<file path="config.mk">
export PLATFORM = sky130hd
export DESIGN_NAME = output_sram_write_arbiter
export DESIGN_NICKNAME = d
export VERILOG_FILES = /design/src/rtl/output_sram_write_arbiter_pkg.sv /design/src/rtl/output_sram_write_arbiter_rr_arbiter.sv /design/src/rtl/output_sram_write_arbiter.sv
export SDC_FILE = /design/constraint.sdc
export NUM_CORES = 1
export LEC_CHECK = 0
export ABC_AREA = 1
export BUFFER_PORTS_ARGS = -buffer_cell sky130_fd_sc_hd__buf_2
export CAP_MARGIN = 30
export CORE_MARGIN = 8
export CORE_UTILIZATION = 51
export CTS_CLUSTER_DIAMETER = 60
export DETAILED_ROUTE_END_ITERATION = 10
export GPL_TIMING_DRIVEN = 0
export PLACE_DENSITY = 0.91
export SLEW_MARGIN = 10
export SYNTH_ARGS = -nofsm -noshare
export SYNTH_HDL_FRONTEND = slang
export SYNTH_SLANG_ARGS = --single-unit
</file>
<file path="constraint.sdc">
create_clock -name clk -period 3 [get_ports clk]
set_clock_uncertainty 0.15 [all_clocks]
set_input_delay 0.15 -clock clk [delete_from_list [all_inputs] [get_ports clk]]
set_output_delay 0.15 -clock clk [all_outputs]
set_load 0.005 [all_outputs]
</file>
<file path="src/rtl/output_sram_write_arbiter_pkg.sv">
// Shared types and sizing for the bank-to-output-SRAM write path.
// Latency: n/a (declarations only).
// Backpressure: n/a (declarations only).
package output_sram_write_arbiter_pkg;

    localparam int NUM_BANKS_DEF = 4;
    localparam int FV_SIZE       = 8;
    localparam int MAX_FV_NUM    = 8;
    localparam int MAX_NODE_ID   = 16;
    localparam int ROW_BEATS     = MAX_FV_NUM / 2;

    localparam int NODE_W = $clog2(MAX_NODE_ID);
    localparam int ADDR_W = $clog2(MAX_NODE_ID * ROW_BEATS);
    // Beat counter must be able to hold ROW_BEATS itself to detect overflow.
    localparam int BCNT_W = $clog2(ROW_BEATS + 1);

    // One bank's request pulse plus its 2-element-per-beat FV stream.
    typedef struct packed {
        logic                        req;
        logic                        Grant_valid;
        logic                        sos;
        logic                        eos;
        logic [NODE_W-1:0]           nodeid;
        logic [1:0][FV_SIZE-1:0]     data;
    } Bank_Req2Req_Output_SRAM;

    typedef enum logic [1:0] {
        ST_IDLE  = 2'd0,
        ST_GRANT = 2'd1,
        ST_RECV  = 2'd2
    } arb_state_e;

    // Each node owns ROW_BEATS consecutive SRAM words.
    function automatic logic [ADDR_W-1:0] row_addr(input logic [NODE_W-1:0] nodeid,
                                                   input logic [BCNT_W-1:0] beat);
        row_addr = ADDR_W'(nodeid) * ADDR_W'(ROW_BEATS) + ADDR_W'(beat);
    endfunction

endpackage

</file>
<file path="src/rtl/output_sram_write_arbiter_rr_arbiter.sv">
// Round-robin pick: first set bit of pending, searching upward from rr_ptr.
// Latency: purely combinational.
// Backpressure: none; valid is low when nothing is pending.
module output_sram_write_arbiter_rr_arbiter #(
    parameter int N = 4
) (
    input  logic [N-1:0]         pending,
    input  logic [$clog2(N)-1:0] rr_ptr,
    output logic [N-1:0]         winner,
    output logic                 valid
);
    localparam int PW = $clog2(N);

    logic [PW-1:0] idx;

    // Walk the ring starting at rr_ptr; the first pending slot wins.
    always_comb begin
        winner = '0;
        valid  = 1'b0;
        idx    = '0;
        for (int k = 0; k < N; k++) begin
            idx = PW'((int'(rr_ptr) + k) % N);
            if (!valid && pending[idx]) begin
                winner[idx] = 1'b1;
                valid       = 1'b1;
            end
        end
    end

endmodule

</file>
<file path="src/rtl/output_sram_write_arbiter.sv">
// Queues bank FV requests, grants one bank at a time round-robin, writes its beats to SRAM.
// Latency: SRAM write and wr_done registered 1 cycle after the beat; >=1 idle cycle between FVs.
// Backpressure: banks stall by dropping Grant_valid; no timeout, requests are latched until granted.
module output_sram_write_arbiter
    import output_sram_write_arbiter_pkg::*;
#(
    parameter int NUM_BANKS = NUM_BANKS_DEF
) (
    input  logic                                   clk,
    input  logic                                   reset,
    input  Bank_Req2Req_Output_SRAM [NUM_BANKS-1:0] bank_pkt,
    output logic [NUM_BANKS-1:0]                   req_grant,
    output logic                                   sram_wen,
    output logic [ADDR_W-1:0]                      sram_waddr,
    output logic [2*FV_SIZE-1:0]                   sram_wdata,
    output logic                                   wr_done,
    output logic [NODE_W-1:0]                      wr_done_nodeid,
    output logic                                   overflow_err,
    output logic                                   busy
);
    localparam int PW = $clog2(NUM_BANKS);

    arb_state_e               state, state_nxt;
    logic [NUM_BANKS-1:0]     pending;
    logic [NUM_BANKS-1:0]     req_vec;
    logic [NUM_BANKS-1:0]     unused_sos;
    logic [NUM_BANKS-1:0]     arb_winner;
    logic                     arb_valid;
    logic [PW-1:0]            arb_idx;
    logic [PW-1:0]            rr_ptr;
    logic [PW-1:0]            win_idx;
    logic [NODE_W-1:0]        node_q;
    logic [BCNT_W-1:0]        beat_cnt;

    logic                     sel_vld;
    logic                     sel_eos;
    logic [NODE_W-1:0]        sel_node;
    logic [2*FV_SIZE-1:0]     sel_data;

    logic                     do_write;
    logic                     ovf_beat;
    logic                     last_beat;
    logic [ADDR_W-1:0]        wr_addr;
    logic [NUM_BANKS-1:0]     clr_mask;

    // Split the request pulses out of the bank packets; sos is informational only.
    always_comb begin
        req_vec    = '0;
        unused_sos = '0;
        for (int i = 0; i < NUM_BANKS; i++) begin
            req_vec[i]    = bank_pkt[i].req;
            unused_sos[i] = bank_pkt[i].sos;
        end
    end

    // Only the granted bank's stream is observed.
    assign sel_vld  = bank_pkt[win_idx].Grant_valid;
    assign sel_eos  = bank_pkt[win_idx].eos;
    assign sel_node = bank_pkt[win_idx].nodeid;
    assign sel_data = {bank_pkt[win_idx].data[1], bank_pkt[win_idx].data[0]};

    output_sram_write_arbiter_rr_arbiter #(
        .N (NUM_BANKS)
    ) u_rr_arbiter (
        .pending (pending),
        .rr_ptr  (rr_ptr),
        .winner  (arb_winner),
        .valid   (arb_valid)
    );

    // One-hot winner to index for the granted-bank mux.
    always_comb begin
        arb_idx = '0;
        for (int i = 0; i < NUM_BANKS; i++) begin
            if (arb_winner[i]) begin
                arb_idx = PW'(i);
            end
        end
    end

    // FSM state register.
    always_ff @(posedge clk) begin
        if (reset) begin
            state <= ST_IDLE;
        end else begin
            state <= state_nxt;
        end
    end

    // Next state and per-beat write decisions.
    always_comb begin
        state_nxt = state;
        do_write  = 1'b0;
        ovf_beat  = 1'b0;
        last_beat = 1'b0;
        wr_addr   = '0;
        clr_mask  = '0;
        case (state)
            ST_IDLE: begin
                if (arb_valid) begin
                    state_nxt = ST_GRANT;
                end
            end
            ST_GRANT: begin
                // The bank answers the grant in the same cycle with its first beat.
                if (sel_vld) begin
                    do_write  = 1'b1;
                    last_beat = sel_eos;
                    wr_addr   = row_addr(sel_node, BCNT_W'(0));
                    clr_mask  = req_grant;
                    state_nxt = sel_eos ? ST_IDLE : ST_RECV;
                end else begin
                    // No answer: leave pending set so the bank is tried again.
                    state_nxt = ST_IDLE;
                end
            end
            ST_RECV: begin
                if (sel_vld) begin
                    ovf_beat  = (beat_cnt == BCNT_W'(ROW_BEATS));
                    do_write  = !ovf_beat;
                    last_beat = sel_eos;
                    wr_addr   = row_addr(node_q, beat_cnt);
                    if (sel_eos) begin
                        state_nxt = ST_IDLE;
                    end
                end
            end
            default: begin
                state_nxt = ST_IDLE;
            end
        endcase
    end

    // Request latch: a new pulse in the grant cycle re-sets the bit (set wins).
    always_ff @(posedge clk) begin
        if (reset) begin
            pending <= '0;
        end else begin
            pending <= (pending & ~clr_mask) | req_vec;
        end
    end

    // Grant decode, winner/node capture, beat counter and round-robin pointer.
    always_ff @(posedge clk) begin
        if (reset) begin
            req_grant <= '0;
            win_idx   <= '0;
            node_q    <= '0;
            beat_cnt  <= '0;
            rr_ptr    <= '0;
        end else begin
            req_grant <= (state == ST_IDLE && arb_valid) ? arb_winner : '0;
            if (state == ST_IDLE && arb_valid) begin
                win_idx <= arb_idx;
            end
            if (state == ST_GRANT && sel_vld) begin
                node_q   <= sel_node;
                beat_cnt <= BCNT_W'(1);
            end else if (state == ST_RECV && do_write) begin
                beat_cnt <= beat_cnt + BCNT_W'(1);
            end
            if (last_beat) begin
                rr_ptr <= PW'((int'(win_idx) + 1) % NUM_BANKS);
            end
        end
    end

    // Registered SRAM write port, completion pulse and sticky overflow flag.
    always_ff @(posedge clk) begin
        if (reset) begin
            sram_wen       <= 1'b0;
            sram_waddr     <= '0;
            sram_wdata     <= '0;
            wr_done        <= 1'b0;
            wr_done_nodeid <= '0;
            overflow_err   <= 1'b0;
        end else begin
            sram_wen <= do_write;
            if (do_write) begin
                sram_waddr <= wr_addr;
                sram_wdata <= sel_data;
            end
            wr_done <= last_beat;
            if (last_beat) begin
                wr_done_nodeid <= (state == ST_GRANT) ? sel_node : node_q;
            end
            if (ovf_beat) begin
                overflow_err <= 1'b1;
            end
        end
    end

    assign busy = (state != ST_IDLE) || (|pending);

endmodule

</file>
Word level (Yosys, flattened, before mapping):

Cells that the tools add are included.

* flip-flop bits (word level): 50
* logic and storage cells: 115

* magnitude comparators: 9
* mux-type cells: 50
* reductions and logical operators: 23
* $add $sub $neg: 6
* equality and inequality tests: 6
* bitwise gates (word level): 7

Operators by type and width (count)
* $bmux 24 s2: 1
* $mux 4: 7
* $mux 23: 1
* $mux 1: 21
* $or 4x4->4: 4
* $lt 2x3->1 const B: 5
* $mux 2: 7
* $mux 6: 2
* $pmux 6 s2: 1
* $logic_and 1x1->1: 10
* $bmux 1 s2: 4
* $demux 1 s2: 4
* $ge 2x1->1 const B: 4
* $add 6x3->6: 1
* $ne 2x2->1 const B: 3
* $pmux 2 s3: 1
* $reduce_or 2->1: 3
* $add 2x1->2 const B: 2
* $add 2x2->2 const B: 2
* $and 4x4->4: 1
* $logic_not 1->1: 4
* $not 4->4: 1
* $reduce_bool 2->1: 2
* $reduce_or 4->1: 1
* 9 further kinds: 9

Longest topological paths before layout:

* depth after elaboration: 15
* mapped depth: 12
* gate-level depth less buffers: 11

Cells and area by module:

Synthesis repeated with hierarchy kept, for this count alone.

* cells, all modules: 486
* area total of the unflattened synthesis: 3103.0 um^2

Modules (own cells, without submodules)
* output_sram_write_arbiter: area an instance 2683.8 um^2, sequential area each 1001.0 um^2, cells each 410, instances 1
* output_sram_write_arbiter_rr_arbiter: area an instance 419.2 um^2, sequential area each 0.0 um^2, cells each 76, instances 1

Worst setup path before layout:

No wires, ideal clock.

* kind: register to register
* start: register rr_ptr[0]
* end: register win_idx[0]
* path buffers: 0
* stages on the path, launching flop included: 12
* path slack: 1134 ps
* clock period less this slack: 1866 ps
* arrival time: 1596 ps
* cell sequence: dfxtp_1 > inv_2 > ha_1 > inv_1 > nand3_1 > nand2_1 > nand3_1 > nor2_1 > nor2_1 > nand2_1 > nor2_1 > a21oi_1

* cells in the longest elaborated chain, start to end: 15
* elaborated cells on any way between the ends: 52
* classes of those cells: add/sub (3); order compare (8); mux (27); bitwise (3); reduce/logical (11)

Ends and longest elaborated chain
* from (decl): RTL line output_sram_write_arbiter.sv:30 `logic [PW-1:0] rr_ptr;`
* from (signal assigned): RTL line output_sram_write_arbiter.sv:163 `rr_ptr <= PW'((int'(win_idx) + 1) % NUM_BANKS);`
* parallel branches: the longest is 15 deep, another holds $lt 2x3->1
* to (signal assigned): RTL line output_sram_write_arbiter.sv:154 `win_idx <= arb_idx;`
* to (decl): RTL line output_sram_write_arbiter.sv:31 `logic [PW-1:0] win_idx;`

Several ways; the timed one is not identified. The select of a mux whose other input is x is not followed.
A chain may end at the register's enable or synchronous reset.

Worst setup path after layout:

Ends and elaborated chain as after synthesis.

==> metrics.txt <==
outcome=finished clean; GR Util met2=41.9%; DIE AREA=0.00860 mm2; crit start category=flop; fin crit share=74.1%; initial antenna violation count=1; CTS Buf Count=5; Top Usage Layer GRT=met2; final WL=10,700 um; Area contributors post-synth=dfxtp_1, nor2_1, nand2_1; Cell variety after synth=28; PostCTS Resize Cnt=0; Tmin final=2.22 ns; Synth top area share=33.3%; cells after synthesis=461; Syn Nets=571; CP Buf/Inv Count=2; Detail Placement HPWL=8340 um; routed len/inst=15.8 um; setup_tns=0 ns; final-report setup violation count=0; Overflow after GRT=0; fmax=450 MHz; Routability Congestion=0.957; Hold Path Class=input port to flop; delay-heaviest family, CP=simple AND/OR/NAND/NOR gates; first-pass GRT wire length=16,700 um; Mapped Area=0.00300 mm2; Ports=132; final-stage net count=708; GRT met1 Usage=25.8%; MaxCap Viol Count=0; CP Data Arrival Time=2.28 ns; Port Buffers=126; setup bufs post-CTS=0; worst setup path category=flop to flop; CTS tree=built; Clock Latency Late Sink=0.32 ns; largest net degree at the start of global routing=18; 1st-iter DRT viols=257; DRT antenna net count=0; Die Width=92.7 um; Leakage=1.92 nW; relative slew slack=62.2%; layout filler cell count=502; dpl ws=0.837 ns; slowest stage delay, CP=0.53 ns; drt via density=5.48; Worst EP required=3.05 ns; Post-Layout Inst Area=0.00389 mm2; dpl cell area=0.00373 mm2; final hold violations=0; row cnt=28; H-tree levels=2; commonest non-fill, non-tap cell in the layout=buf_2; P per Cell Area=818 mW/mm2; syn_area_per_cell=6.51 um2; nature of the critical path endpoint=flop; CTS root buf=clkbuf_8; CORE AREA=0.00582 mm2; clock sinks=50; vias in the first global route=3,613; max-slew violations=0; layout cell share with drive strength beyond 1=26.7%; sequential fraction of the synthesis area=33.3%; Total GRT Usage=23.8%; slew at the pin with the worst max-slew slack=0.567 ns; Starting Density=51.6%; P&R area growth vs syn=29.4%; area leader, netlist=dfxtp_1; vias post-DR=3,698; RSZ-0062 raised after global routing=no; met3 usage=7.04%; Yosys warnings=0; Max VDD drop=477 uV; cts hold-fix bufs=4; Clock Pin Slew Worst Setup and Hold Paths=0.10 ns; Most common cell on crit path=nor2_1; Placed Instances=662; cells along the critical path=inv_2 > ha_1 > inv_1 > nand3_1 > nand2_1 > nand3_1 > nor2_1 > nor2_1 > nand2_1 > nor2_1 > a21oi_1; Synth Flop Type=dfxtp_1; Post-Route Utilization=66.8%; slowest cell on the critical path=dfxtp_1; worst-path maximum fanout=9; Async SR Flop Fraction=0%; DRC viols=0; CTS Buffer Depth=2; Die H=92.7 um; Seq cells post-synth=50; final std cells w/o fill=675; EDFF count, synth=0; first drt pass iteration count=5; setup ws final=0.778 ns; most frequent cells in the layout=buf_2, nor2_1, nand2_1, o21ai_0, dfxtp_1
==> cell usage after synthesis (all sizes together) (11+ instances only) <==
| cell | number |
|---|---|
| a21oi | 22 |
| buf | 11 |
| clkbuf | 12 |
| dfxtp | 50 |
| ha | 12 |
| inv | 32 |
| nand2 | 87 |
| nand3 | 28 |
| nor2 | 104 |
| o21ai | 73 |
| o22ai | 22 |
==> state kept, by name (all words and copies together), names as in the netlist <==
name	flops
sram_wdata	16
sram_waddr	6
node_q	4
pending	4
req_grant	4
wr_done_nodeid	4
beat_cnt	3
rr_ptr	2
state	2
win_idx	2
overflow_err	1
sram_wen	1
wr_done	1
==> where the power goes <==
group | internal, W | switching, W | total (W)
combinational | 0.000612 | 0.00114 | 0.00175
clock | 0.000253 | 0.000253 | 0.000506
sequential | 0.000812 | 0.000109 | 0.000922
==> metal layers <==
layer / vias up / share of wire, %
met5: - / 0
met2: 220 / 46
li1: 1799 / -
met3: 32 / 11
met1: 1647 / 39
met4: 0 / 3.2
==> cells by family (layout without fill, tap and decap cells) <==
group | count (synthesis) | after routing | share of synthesized area (%)
flops | 50 | 50 | 33.3
other cells | 0 | 1 | 0
xor+xnor | 3 | 3 | 0.875
fa+ha+maj | 12 | 12 | 5.00
simple gates | 221 | 221 | 30.6
compound gates | 120 | 120 | 21.5
buf+inv | 55 | 193 | 8.67
==> worst paths after layout <==
kind	from	end	slack, ns	cells past startpoint
max reg2reg	rr_ptr[0]	win_idx[0]	0.78	11
min reg2reg	wr_done_nodeid[3]	wr_done_nodeid[3]	0.32	2
min	reset	beat_cnt[0]	0.03	2
max	rr_ptr[0]	win_idx[0]	0.78	11
==> final cells by class <==
| cell class | instances | area, um2 | share of cell area [%] |
|---|---|---|---|
| repair buffers | 130 | 671 | 17.3 |
| inverters | 32 | 125 | 3.22 |
| clock buffers | 5 | 68.8 | 1.77 |
| clock inverters | 3 | 47.5 | 1.22 |
| diodes | 1 | 2.50 | 0.0644 |
| flip-flops and latches | 50 | 1000 | 25.8 |
| plain buffers | 23 | 135 | 3.48 |
| well taps | 75 | 93.8 | 2.41 |
| multi-input cells | 356 | 1740 | 44.8 |
==> metrics by stage <==
stage	hold WS [ns]	power, W
2_1_floorplan	0.117	0.00211
3_3_place_gp	0.205	0.00257
3_5_place_dp	0.216	0.00264
4_1_cts	0.0278	0.00314
5_1_grt	0.0474	0.00340
6_report	0.0286	0.00318
Power figures use the tool's default switching activity.
